[src/rtl/trng_core_param.sv]
// TRNG core with NUM_OSC oscillator cells, an XOR combiner, optional von Neumann
// debiasing, a repetition-count health test and a WORD_W-bit valid/ready output.

module trng_core_param #(
    parameter int NUM_OSC    = 4,
    parameter int WORD_W     = 32,
    parameter int WARMUP_CYC = 256,
    parameter int SAMPLE_DIV = 4,
    parameter int RCT_LIMIT  = 32
) (
    input  logic              clk,
    input  logic              rst,
    input  logic              enable,
    input  logic              vn_en,
    input  logic              test_mode,
    input  logic              test_bit,
    output logic [WORD_W-1:0] rnd_data,
    output logic              rnd_valid,
    input  logic              rnd_ready,
    output logic              health_fail,
    output logic              busy
);
    localparam int WC_W = (WARMUP_CYC > 1) ? $clog2(WARMUP_CYC) : 1;
    localparam int DV_W = (SAMPLE_DIV > 1) ? $clog2(SAMPLE_DIV) : 1;
    localparam int BC_W = $clog2(WORD_W + 1);
    localparam int RC_W = $clog2(RCT_LIMIT + 1);
    localparam logic [WC_W-1:0] WARM_LAST = WC_W'(WARMUP_CYC - 1);
    localparam logic [DV_W-1:0] DIV_LAST  = DV_W'(SAMPLE_DIV - 1);
    localparam logic [BC_W-1:0] WORD_LAST = BC_W'(WORD_W - 1);
    localparam logic [RC_W-1:0] RCT_TRIP  = RC_W'(RCT_LIMIT);

    typedef enum logic [1:0] {S_IDLE, S_WARMUP, S_RUN, S_FAIL} state_t;

    state_t             r_state;
    logic               r_osc_t;
    logic               r_vn_en;
    logic               r_test_mode;
    logic [WC_W-1:0]    r_warm_cnt;
    logic [DV_W-1:0]    r_div_cnt;
    logic [RC_W-1:0]    r_rct_cnt;
    logic               r_prev_raw;
    logic               r_vn_have;
    logic               r_vn_first;
    logic [WORD_W-1:0]  r_acc;
    logic [BC_W-1:0]    r_bit_cnt;
    logic               r_pending;
    logic [NUM_OSC-1:0] r_sync1;
    logic [NUM_OSC-1:0] r_sync2;

    logic [NUM_OSC-1:0] w_osc;
    logic               w_osc_i1;
    logic               w_osc_i2;
    logic               w_strobe;
    logic               w_raw;
    logic [RC_W-1:0]    w_rct_next;
    logic               w_rct_trip;
    logic               w_cond_vld;
    logic               w_cond_bit;
    logic [WORD_W-1:0]  w_acc_next;
    logic               w_word_done;
    logic               w_out_free;
    logic               w_hs;

    assign w_osc_i1 = 1'b1;
    assign w_osc_i2 = 1'b0;

    // Behavioural oscillator cells: each free-runs while T=1 and freezes while T=0.
    for (genvar g = 0; g < NUM_OSC; g++) begin : g_osc_cell
        logic [15:0] r_lfsr;
        always_ff @(posedge clk or posedge rst) begin
            if (rst)
                r_lfsr <= 16'hACE1 ^ 16'(g * 4919);
            else if (r_osc_t)
                r_lfsr <= {r_lfsr[14:0], r_lfsr[15] ^ r_lfsr[13] ^ r_lfsr[12] ^ r_lfsr[10]
                                         ^ (w_osc_i1 & ~w_osc_i2)};
        end
        assign w_osc[g] = r_lfsr[15];
    end

    always_ff @(posedge clk or posedge rst) begin
        if (rst) begin
            r_sync1 <= '0;
            r_sync2 <= '0;
        end else begin
            r_sync1 <= w_osc;
            r_sync2 <= r_sync1;
        end
    end

    always_comb begin
        w_strobe    = (r_state == S_RUN) && (r_div_cnt == DIV_LAST);
        w_raw       = r_test_mode ? test_bit : ^r_sync2;
        if ((r_rct_cnt == '0) || (w_raw != r_prev_raw))
            w_rct_next = RC_W'(1);
        else
            w_rct_next = r_rct_cnt + 1'b1;
        w_rct_trip  = w_strobe && (w_rct_next == RCT_TRIP);
        // With debiasing, a bit emerges only on the second sample of an unequal pair.
        w_cond_vld  = w_strobe && (!r_vn_en || (r_vn_have && (r_vn_first != w_raw)));
        w_cond_bit  = r_vn_en ? r_vn_first : w_raw;
        w_acc_next  = {r_acc[WORD_W-2:0], w_cond_bit};
        w_word_done = w_cond_vld && !r_pending && (r_bit_cnt == WORD_LAST);
        w_hs        = rnd_valid && rnd_ready;
        w_out_free  = !rnd_valid || rnd_ready;
    end

    always_ff @(posedge clk or posedge rst) begin
        if (rst) begin
            r_state     <= S_IDLE;
            r_osc_t     <= 1'b0;
            r_vn_en     <= 1'b0;
            r_test_mode <= 1'b0;
            r_warm_cnt  <= '0;
            r_div_cnt   <= '0;
            r_rct_cnt   <= '0;
            r_prev_raw  <= 1'b0;
            r_vn_have   <= 1'b0;
            r_vn_first  <= 1'b0;
            r_acc       <= '0;
            r_bit_cnt   <= '0;
            r_pending   <= 1'b0;
            rnd_data    <= '0;
            rnd_valid   <= 1'b0;
            health_fail <= 1'b0;
            busy        <= 1'b0;
        end else if (!enable) begin
            r_state     <= S_IDLE;
            r_osc_t     <= 1'b0;
            r_warm_cnt  <= '0;
            r_div_cnt   <= '0;
            r_rct_cnt   <= '0;
            r_vn_have   <= 1'b0;
            r_acc       <= '0;
            r_bit_cnt   <= '0;
            r_pending   <= 1'b0;
            rnd_valid   <= 1'b0;
            health_fail <= 1'b0;
            busy        <= 1'b0;
        end else begin
            case (r_state)
                S_IDLE: begin
                    r_vn_en     <= vn_en;
                    r_test_mode <= test_mode;
                    r_warm_cnt  <= '0;
                    r_osc_t     <= 1'b1;
                    busy        <= 1'b1;
                    r_state     <= S_WARMUP;
                end
                S_WARMUP: begin
                    if (r_warm_cnt == WARM_LAST) begin
                        r_div_cnt <= '0;
                        r_rct_cnt <= '0;
                        r_vn_have <= 1'b0;
                        r_state   <= S_RUN;
                    end else begin
                        r_warm_cnt <= r_warm_cnt + 1'b1;
                    end
                end
                S_RUN: begin
                    r_div_cnt <= (r_div_cnt == DIV_LAST) ? '0 : r_div_cnt + 1'b1;
                    if (w_strobe) begin
                        r_rct_cnt  <= w_rct_next;
                        r_prev_raw <= w_raw;
                        if (r_vn_en) begin
                            r_vn_have <= !r_vn_have;
                            if (!r_vn_have)
                                r_vn_first <= w_raw;
                        end
                    end
                    if (w_rct_trip) begin
                        r_state     <= S_FAIL;
                        r_osc_t     <= 1'b0;
                        busy        <= 1'b0;
                        health_fail <= 1'b1;
                        rnd_valid   <= 1'b0;
                        r_acc       <= '0;
                        r_bit_cnt   <= '0;
                        r_pending   <= 1'b0;
                    end else if (w_word_done && w_out_free) begin
                        rnd_data  <= w_acc_next;
                        rnd_valid <= 1'b1;
                        r_acc     <= '0;
                        r_bit_cnt <= '0;
                    end else if (r_pending && w_out_free) begin
                        rnd_data  <= r_acc;
                        rnd_valid <= 1'b1;
                        r_acc     <= '0;
                        r_bit_cnt <= '0;
                        r_pending <= 1'b0;
                    end else begin
                        if (w_hs)
                            rnd_valid <= 1'b0;
                        // A finished word parks in the accumulator until the output frees.
                        if (w_word_done) begin
                            r_acc     <= w_acc_next;
                            r_pending <= 1'b1;
                        end else if (w_cond_vld && !r_pending) begin
                            r_acc     <= w_acc_next;
                            r_bit_cnt <= r_bit_cnt + 1'b1;
                        end
                    end
                end
                S_FAIL: begin
                    r_osc_t <= 1'b0;
                end
                default: r_state <= S_IDLE;
            endcase
        end
    end
endmodule
[config.mk]
export PLATFORM = sky130hd
export DESIGN_NAME = trng_core_param
export DESIGN_NICKNAME = d
export VERILOG_FILES = /design/src/rtl/trng_core_param.sv
export SDC_FILE = /design/constraint.sdc
export NUM_CORES = 1
export LEC_CHECK = 0
export BUFFER_PORTS_ARGS = -buffer_cell sky130_fd_sc_hd__buf_4
export CORE_MARGIN = 1
export CORE_UTILIZATION = 55
export DETAILED_ROUTE_END_ITERATION = 16
export PLACE_DENSITY = 0.79
export SKIP_CTS_REPAIR_TIMING = 1
export SYNTH_ARGS = -nofsm -noshare
export SYNTH_HDL_FRONTEND = slang
export SYNTH_SLANG_ARGS = --single-unit
[constraint.sdc]
create_clock -name clk -period 4.6 [get_ports clk]
set_input_delay 0.46 -clock clk [delete_from_list [all_inputs] [get_ports clk]]
set_output_delay 0.46 -clock clk [all_outputs]
set_load 0.05 [all_outputs]
* After elaboration in Yosys (flattened, before gate mapping)
Cells that the tools add are included.
** Operators by class
- Add/sub/neg operators :: 4
- Equal/unequal tests :: 27
- Mux-type cells :: 59
- Bitwise gates (word level) :: 18
- Reduce and logical (&&, ||, !) cells :: 36
** Operators by type and width (number)
- $mux 32 :: 9
- $mux 6 :: 11
- $mux 1 :: 24
- $ne 3x3->1 const B :: 6
- $mux 8 :: 2
- $pmux 8 s2 :: 1
- $reduce_and 2->1 :: 8
- $reduce_and 3->1 :: 5
- $add 6x1->6 const B :: 2
- $mux 2 :: 6
- $ne 4x1->1 const B :: 3
- $pmux 6 s2 :: 1
- $xor 1x1->1 :: 12
- $ne 5x1->1 const B :: 2
- $logic_and 1x1->1 :: 9
- $ne 3x1->1 const B :: 3
- $add 8x1->8 const B :: 1
- $eq 8x8->1 const B :: 1
- $reduce_and 4->1 :: 2
- $eq 2x2->1 const B :: 3
- $eq 6x5->1 const B :: 1
- $eq 6x6->1 const B :: 1
- $logic_not 6->1 :: 1
- $ne 6x1->1 const B :: 1
- other kinds (16) :: 29
** Storage, ports and cells
- Flip-flop bits (word level) :: 170
- Input port bits :: 7
- Output and inout port bits :: 35
- Logic and storage cells :: 167

* Longest topological paths before layout
- Word-level depth :: 14
- Gate-level depth with buffers :: 11
- Depth with buffers taken out :: 9

* Least setup slack after synthesis
No wires, ideal clock.
- Kind :: flip-flop to flip-flop
- Start point :: register r_state[0]
- End point :: register rnd_data[0]
- Library setup time :: 0.125 ns
- Arrival :: 2.310 ns
- Required time :: 4.475 ns
- Slack :: 2.165 ns
- Cell stages (with the launch flop) :: 12
- Path buffers :: 3
- Period minus slack after synthesis :: 2.435 ns
- Cell sequence :: dfrtp_1 > inv_1 > ha_1 > buf_2 > nand3b_1 > nor3_1 > a32o_1 > o31ai_2 > nand2b_2 > buf_6 > buf_8 > mux2_4
** Between the ends
- Word-level cells in the longest chain between the ends :: 8
- Elaborated cells on any way between the ends :: 11
- Those cells by class :: 1 x eq/ne; 1 x mux; 1 x bitwise; 8 x reduce/logical
** Ends and longest elaborated chain
- from (decl) :: line 34 : state_t r_state;
- from (signal assigned) :: line 109 : r_state <= S_IDLE;
- from (signal assigned) :: line 127 : r_state <= S_IDLE;
- from (signal assigned) :: line 147 : r_state <= S_WARMUP;
- $eq 2x2->1 (*) :: line 91, 140
- $logic_and 1x1->1 :: line 91 : w_strobe = (r_state == S_RUN) && (r_div_cnt == DIV_LAST);
- $logic_and 1x1->1 :: line 99 : w_cond_vld = w_strobe && (!r_vn_en || (r_vn_have && (r_vn_first != w_raw)));
- $logic_and 1x1->1 (2 in series) :: line 102 : w_word_done = w_cond_vld && !r_pending && (r_bit_cnt == WORD_LAST);
- $logic_and 1x1->1 :: line 179 : end else if (w_word_done && w_out_free) begin
- $reduce_bool 2->1 (no source line)
- $reduce_and 4->1 (no source line)
- to (signal assigned) :: line 180 : rnd_data <= w_acc_next;
- to (signal assigned) :: line 185 : rnd_data <= r_acc;
- to (decl) :: line 17 : output logic [WORD_W-1:0] rnd_data,
Every way passes the cells marked *; elsewhere a longest branch is shown, timed or not.
A chain may end at the register's enable or synchronous reset.

* Final worst setup path
- Start point :: register r_state[0]
- End point :: register rnd_data[28]
The elaborated chain is that of the path after synthesis.

==> load_flow_metrics.sql <==
INSERT INTO impl_metrics (metric_group, metric, value, unit) VALUES
('logic_synthesis', 'yosysUniqueCellTypes', '59', ''),
('finish', 'mostFrequentLayoutCell', 'sky130_fd_sc_hd__dfrtp_1', ''),
('clocking', 'numClockSinks', '170', ''),
('power', 'share_clk_of_total_power', '0.305', ''),
('detailed_routing', 'drc_errors', '0', ''),
('placed_design', 'gpl.final_weighted_congestion', '0.857', ''),
('logic_synthesis', 'synth_area', '7800', 'µm²'),
('power', 'leakagePower', '3.96', 'nW'),
('sta', 'final_max_slew_viol_count', '0', ''),
('global_routing', 'wire_length_of_the_first_global_routing_pass', '23100', 'µm'),
('sta', 'rsz0062_at_grt', 'no', ''),
('global_routing', 'grt_pass1_vias', '4708', ''),
('logic_synthesis', 'post_synth_main_area_contributors', 'sky130_fd_sc_hd__dfrtp_1 (44%), sky130_fd_sc_hd__mux2_2 (14%), sky130_fd_sc_hd__dfstp_2 (11%), sky130_fd_sc_hd__mux2_4 (5.6%), sky130_fd_sc_hd__a22o_1 (3.7%)', ''),
('floorplanning', 'placement_rows', '43', ''),
('critical_path', 'worstSetupStartpointType', 'flip-flop', ''),
('sta', 'slew-limit-headroom', '0.233', ''),
('power', 'power.share.switching', '0.304', ''),
('floorplanning', 'num_io_pins', '42', ''),
('critical_path', 'critPathRequiredTime', '4.91', 'ns'),
('clocking', 'clk_path_buf_depth', '2', ''),
('placed_design', 'hpwl', '8500', 'µm'),
('min_path', 'holdCritPathClass', 'input port to flip-flop', ''),
('sta', 'final.setup_skew', '0.0101', 'ns'),
('logic_synthesis', 'syn-instance-count', '577', ''),
('clocking', 'tritoncts_clock_tree', 'done', ''),
('critical_path', 'worst-path-max-fanout', '33', ''),
('min_path', 'hp-start', 'test_mode', ''),
('critical_path', 'critPathLaunch', 'r_state[0]$_DFFE_PP0P_', ''),
('detailed_routing', 'firstDrtPassIters', '4', ''),
('logic_synthesis', 'synth_top_flop_cell', 'sky130_fd_sc_hd__dfrtp_1', ''),
('logic_synthesis', 'synth_sequential_area_ratio', '0.551', ''),
('power', 'power_density', '529', 'nW/µm²'),
('power', 'post-layout-total-power', '0.00463', 'W'),
('detailed_routing', 'route.detailed.vias_per_inst', '5.81', ''),
('finish', 'post_route_cells_drive_above_1_share', '0.404', ''),
('power', 'comb_power_share', '0.235', ''),
('finish', 'flow.area_growth_from_synthesis', '12.2', '%'),
('sta', 'min_period_over_period', '0.763', ''),
('sta', 'hold_viol', '0', ''),
('floorplanning', 'fp.dieArea', '14700', 'µm²'),
('flow_run', 'max-cap-violations', '0', ''),
('power', 'seqPwrFrac', '0.459', ''),
('global_routing', 'grt.overflow.total', '0', ''),
('logic_synthesis', 'synth_edf_count', '0', ''),
('sta', 'worst-slew-pin-transition', '1.15', 'ns'),
('logic_synthesis', 'netlist.area_leader.share', '0.436', ''),
('power', 'p_sw', '0.00141', 'W'),
('detailed_routing', 'dr_total_vias', '4665', ''),
('sta', 'fin_crit', '3.51', 'ns'),
('global_routing', 'grtUsageTotal', '0.203', ''),
('clocking', 'htree_num_levels', '4', ''),
('logic_synthesis', 'synth.net_count', '592', ''),
('power', 'vdd_drop_max', '0.000446', 'V'),
('finish', 'insertedDiodeCount', '0', ''),
('detailed_routing', 'dr.first_iter.drc_count', '333', ''),
('floorplanning', 'dieHeight', '121', 'µm'),
('floorplanning', 'initial_utilization', '0.562', ''),
('clocking', 'clk_transition_reported_paths', '0.07', 'ns'),
('sta', 'fmax', '0.285', 'GHz'),
('run_status', 'result_of_the_run', 'completed', ''),
('logic_synthesis', 'postSynthAreaPerCell', '13.5', 'µm²'),
('detailed_routing', 'routed_wl', '13500', 'µm'),
('floorplanning', 'core_region_area', '13900', 'µm²'),
('global_routing', 'grt_max_degree', '171', ''),
('critical_path', 'cp_data_arrival_time', '3.82', 'ns'),
('sta', 'setup_tns', '0', 'ns'),
('clocking', 'cts_inserted_buffers', '17', ''),
('clocking', 'clk_latency', '0.43', 'ns'),
('logic_synthesis', 'post_synthesis_cell_type_with_the_largest_combined_area', 'sky130_fd_sc_hd__dfrtp_1', ''),
('logic_synthesis', 'synth_async_sr_flop_share', '1.00', ''),
('detailed_routing', 'ant_nets', '0', '');
[sequential cells by signal (all words and copies together), names as in the netlist, 2 cells and up]
name and count:
g_osc_cell.r_lfsr 64, r_acc 32, r_bit_cnt 6, r_div_cnt 2, r_rct_cnt 6, r_state 2
r_sync1 4, r_sync2 4, r_warm_cnt 8, rnd_data 32
[Yosys cell counts (2+ instances only)]
cell and count:
sky130_fd_sc_hd__mux2i_1 4, sky130_fd_sc_hd__buf_8 4, sky130_fd_sc_hd__mux2_2 100, sky130_fd_sc_hd__a41oi_1 4, sky130_fd_sc_hd__nor4_1 5, sky130_fd_sc_hd__a31oi_1 10, sky130_fd_sc_hd__nor2b_1 2, sky130_fd_sc_hd__inv_1 13
sky130_fd_sc_hd__buf_4 3, sky130_fd_sc_hd__dfstp_2 34, sky130_fd_sc_hd__clkbuf_1 14, sky130_fd_sc_hd__ha_1 8, sky130_fd_sc_hd__buf_2 5, sky130_fd_sc_hd__nand4_1 3, sky130_fd_sc_hd__and2_1 2, sky130_fd_sc_hd__nand2_1 19
sky130_fd_sc_hd__nor3_1 6, sky130_fd_sc_hd__xor2_1 2, sky130_fd_sc_hd__mux2_4 29, sky130_fd_sc_hd__xnor2_2 2, sky130_fd_sc_hd__a22o_1 33, sky130_fd_sc_hd__dfrtp_1 136, sky130_fd_sc_hd__buf_6 2, sky130_fd_sc_hd__a21oi_1 8
sky130_fd_sc_hd__and3_1 7, sky130_fd_sc_hd__o311a_1 2, sky130_fd_sc_hd__xnor2_1 15, sky130_fd_sc_hd__nand2b_1 5, sky130_fd_sc_hd__buf_12 2, sky130_fd_sc_hd__a21o_1 2, sky130_fd_sc_hd__nor2_1 18, sky130_fd_sc_hd__o31ai_1 8
sky130_fd_sc_hd__nand3_1 17, sky130_fd_sc_hd__o21ai_0 27, sky130_fd_sc_hd__nand3b_1 2
[power by group through the flow]
stage | clock [W] | combinational (W) | sequential (W)
2_1_floorplan | 0 | 0.000951 | 0.00208
3_3_place_gp | 0 | 0.00105 | 0.00213
3_5_place_dp | 0 | 0.00109 | 0.00216
4_1_cts | 0.00144 | 0.00110 | 0.00213
5_1_grt | 0.00151 | 0.00119 | 0.00217
6_report | 0.00141 | 0.00109 | 0.00213
[through the flow]
stage	area [µm²]	cells	hold slack (ns)	worst slack [ns]	utilization
after detailed placement	8150	771	0.335	1.28	0.587
after floorplan	7800	577	0.331	2.00	-
after global placement	8150	771	0.334	1.50	0.587
final	8750	803	0.265	1.09	0.630
after global routing	8750	803	0.250	0.854	0.630
after CTS	8750	803	0.250	1.13	0.630
[cell type report]
| cell class | count | area [µm²] |
|---|---|---|
| Clock buffer | 17 | 425 |
| Timing Repair Buffer | 44 | 343 |
| Multi-Input combinational cell | 364 | 3230 |
| Fill cell | 1021 | 5130 |
| Clock inverter | 15 | 173 |
| Sequential cell | 170 | 4300 |
| Tap cell | 180 | 225 |
| Inverter | 13 | 52.6 |
[metal layers]
layer / track usage / vias to the layer above / part of all wire
li1: - / 2181 / -
met1: 0.264 / 2357 / 0.46
met2: 0.326 / 109 / 0.49
met3: 0.0587 / 18 / 0.040
met4: 0.0710 / 0 / 0.015
met5: 0 / - / 0
[critical path, stage by stage, from the launching register on]
cell and delay, ns:
sky130_fd_sc_hd__dfrtp_1 0.42, sky130_fd_sc_hd__inv_1 0.10, sky130_fd_sc_hd__ha_1 0.36, sky130_fd_sc_hd__inv_1 0.18
sky130_fd_sc_hd__nor4_1 0.49, sky130_fd_sc_hd__and3_1 0.36, sky130_fd_sc_hd__a31oi_4 0.19, sky130_fd_sc_hd__nand2b_2 0.85
sky130_fd_sc_hd__mux2_2 0.43
[cell families after synthesis]
family	after synthesis	share of synthesized area
compound gates	107	0.101
xor+xnor	21	0.0297
fa+ha+maj	8	0.0128
buf+inv	43	0.0348
flops	170	0.551
mux	134	0.208
simple gates	94	0.0627
[worst paths after layout]
path	end	depth (start not counted)
setup reg to reg	rnd_data[28]$_DFFE_PP0P_	8
setup / recovery	rnd_data[28]$_DFFE_PP0P_	8
hold / removal	r_test_mode$_DFFE_PP0P_	2
min in group asynchronous	rnd_data[5]$_DFFE_PP0P_	3
hold reg to reg	r_sync2[1]$_DFF_PP0_	0
max in group asynchronous	r_osc_t$_DFFE_PP0P_	3
No activity file was read; power rests on OpenSTA's default activity.
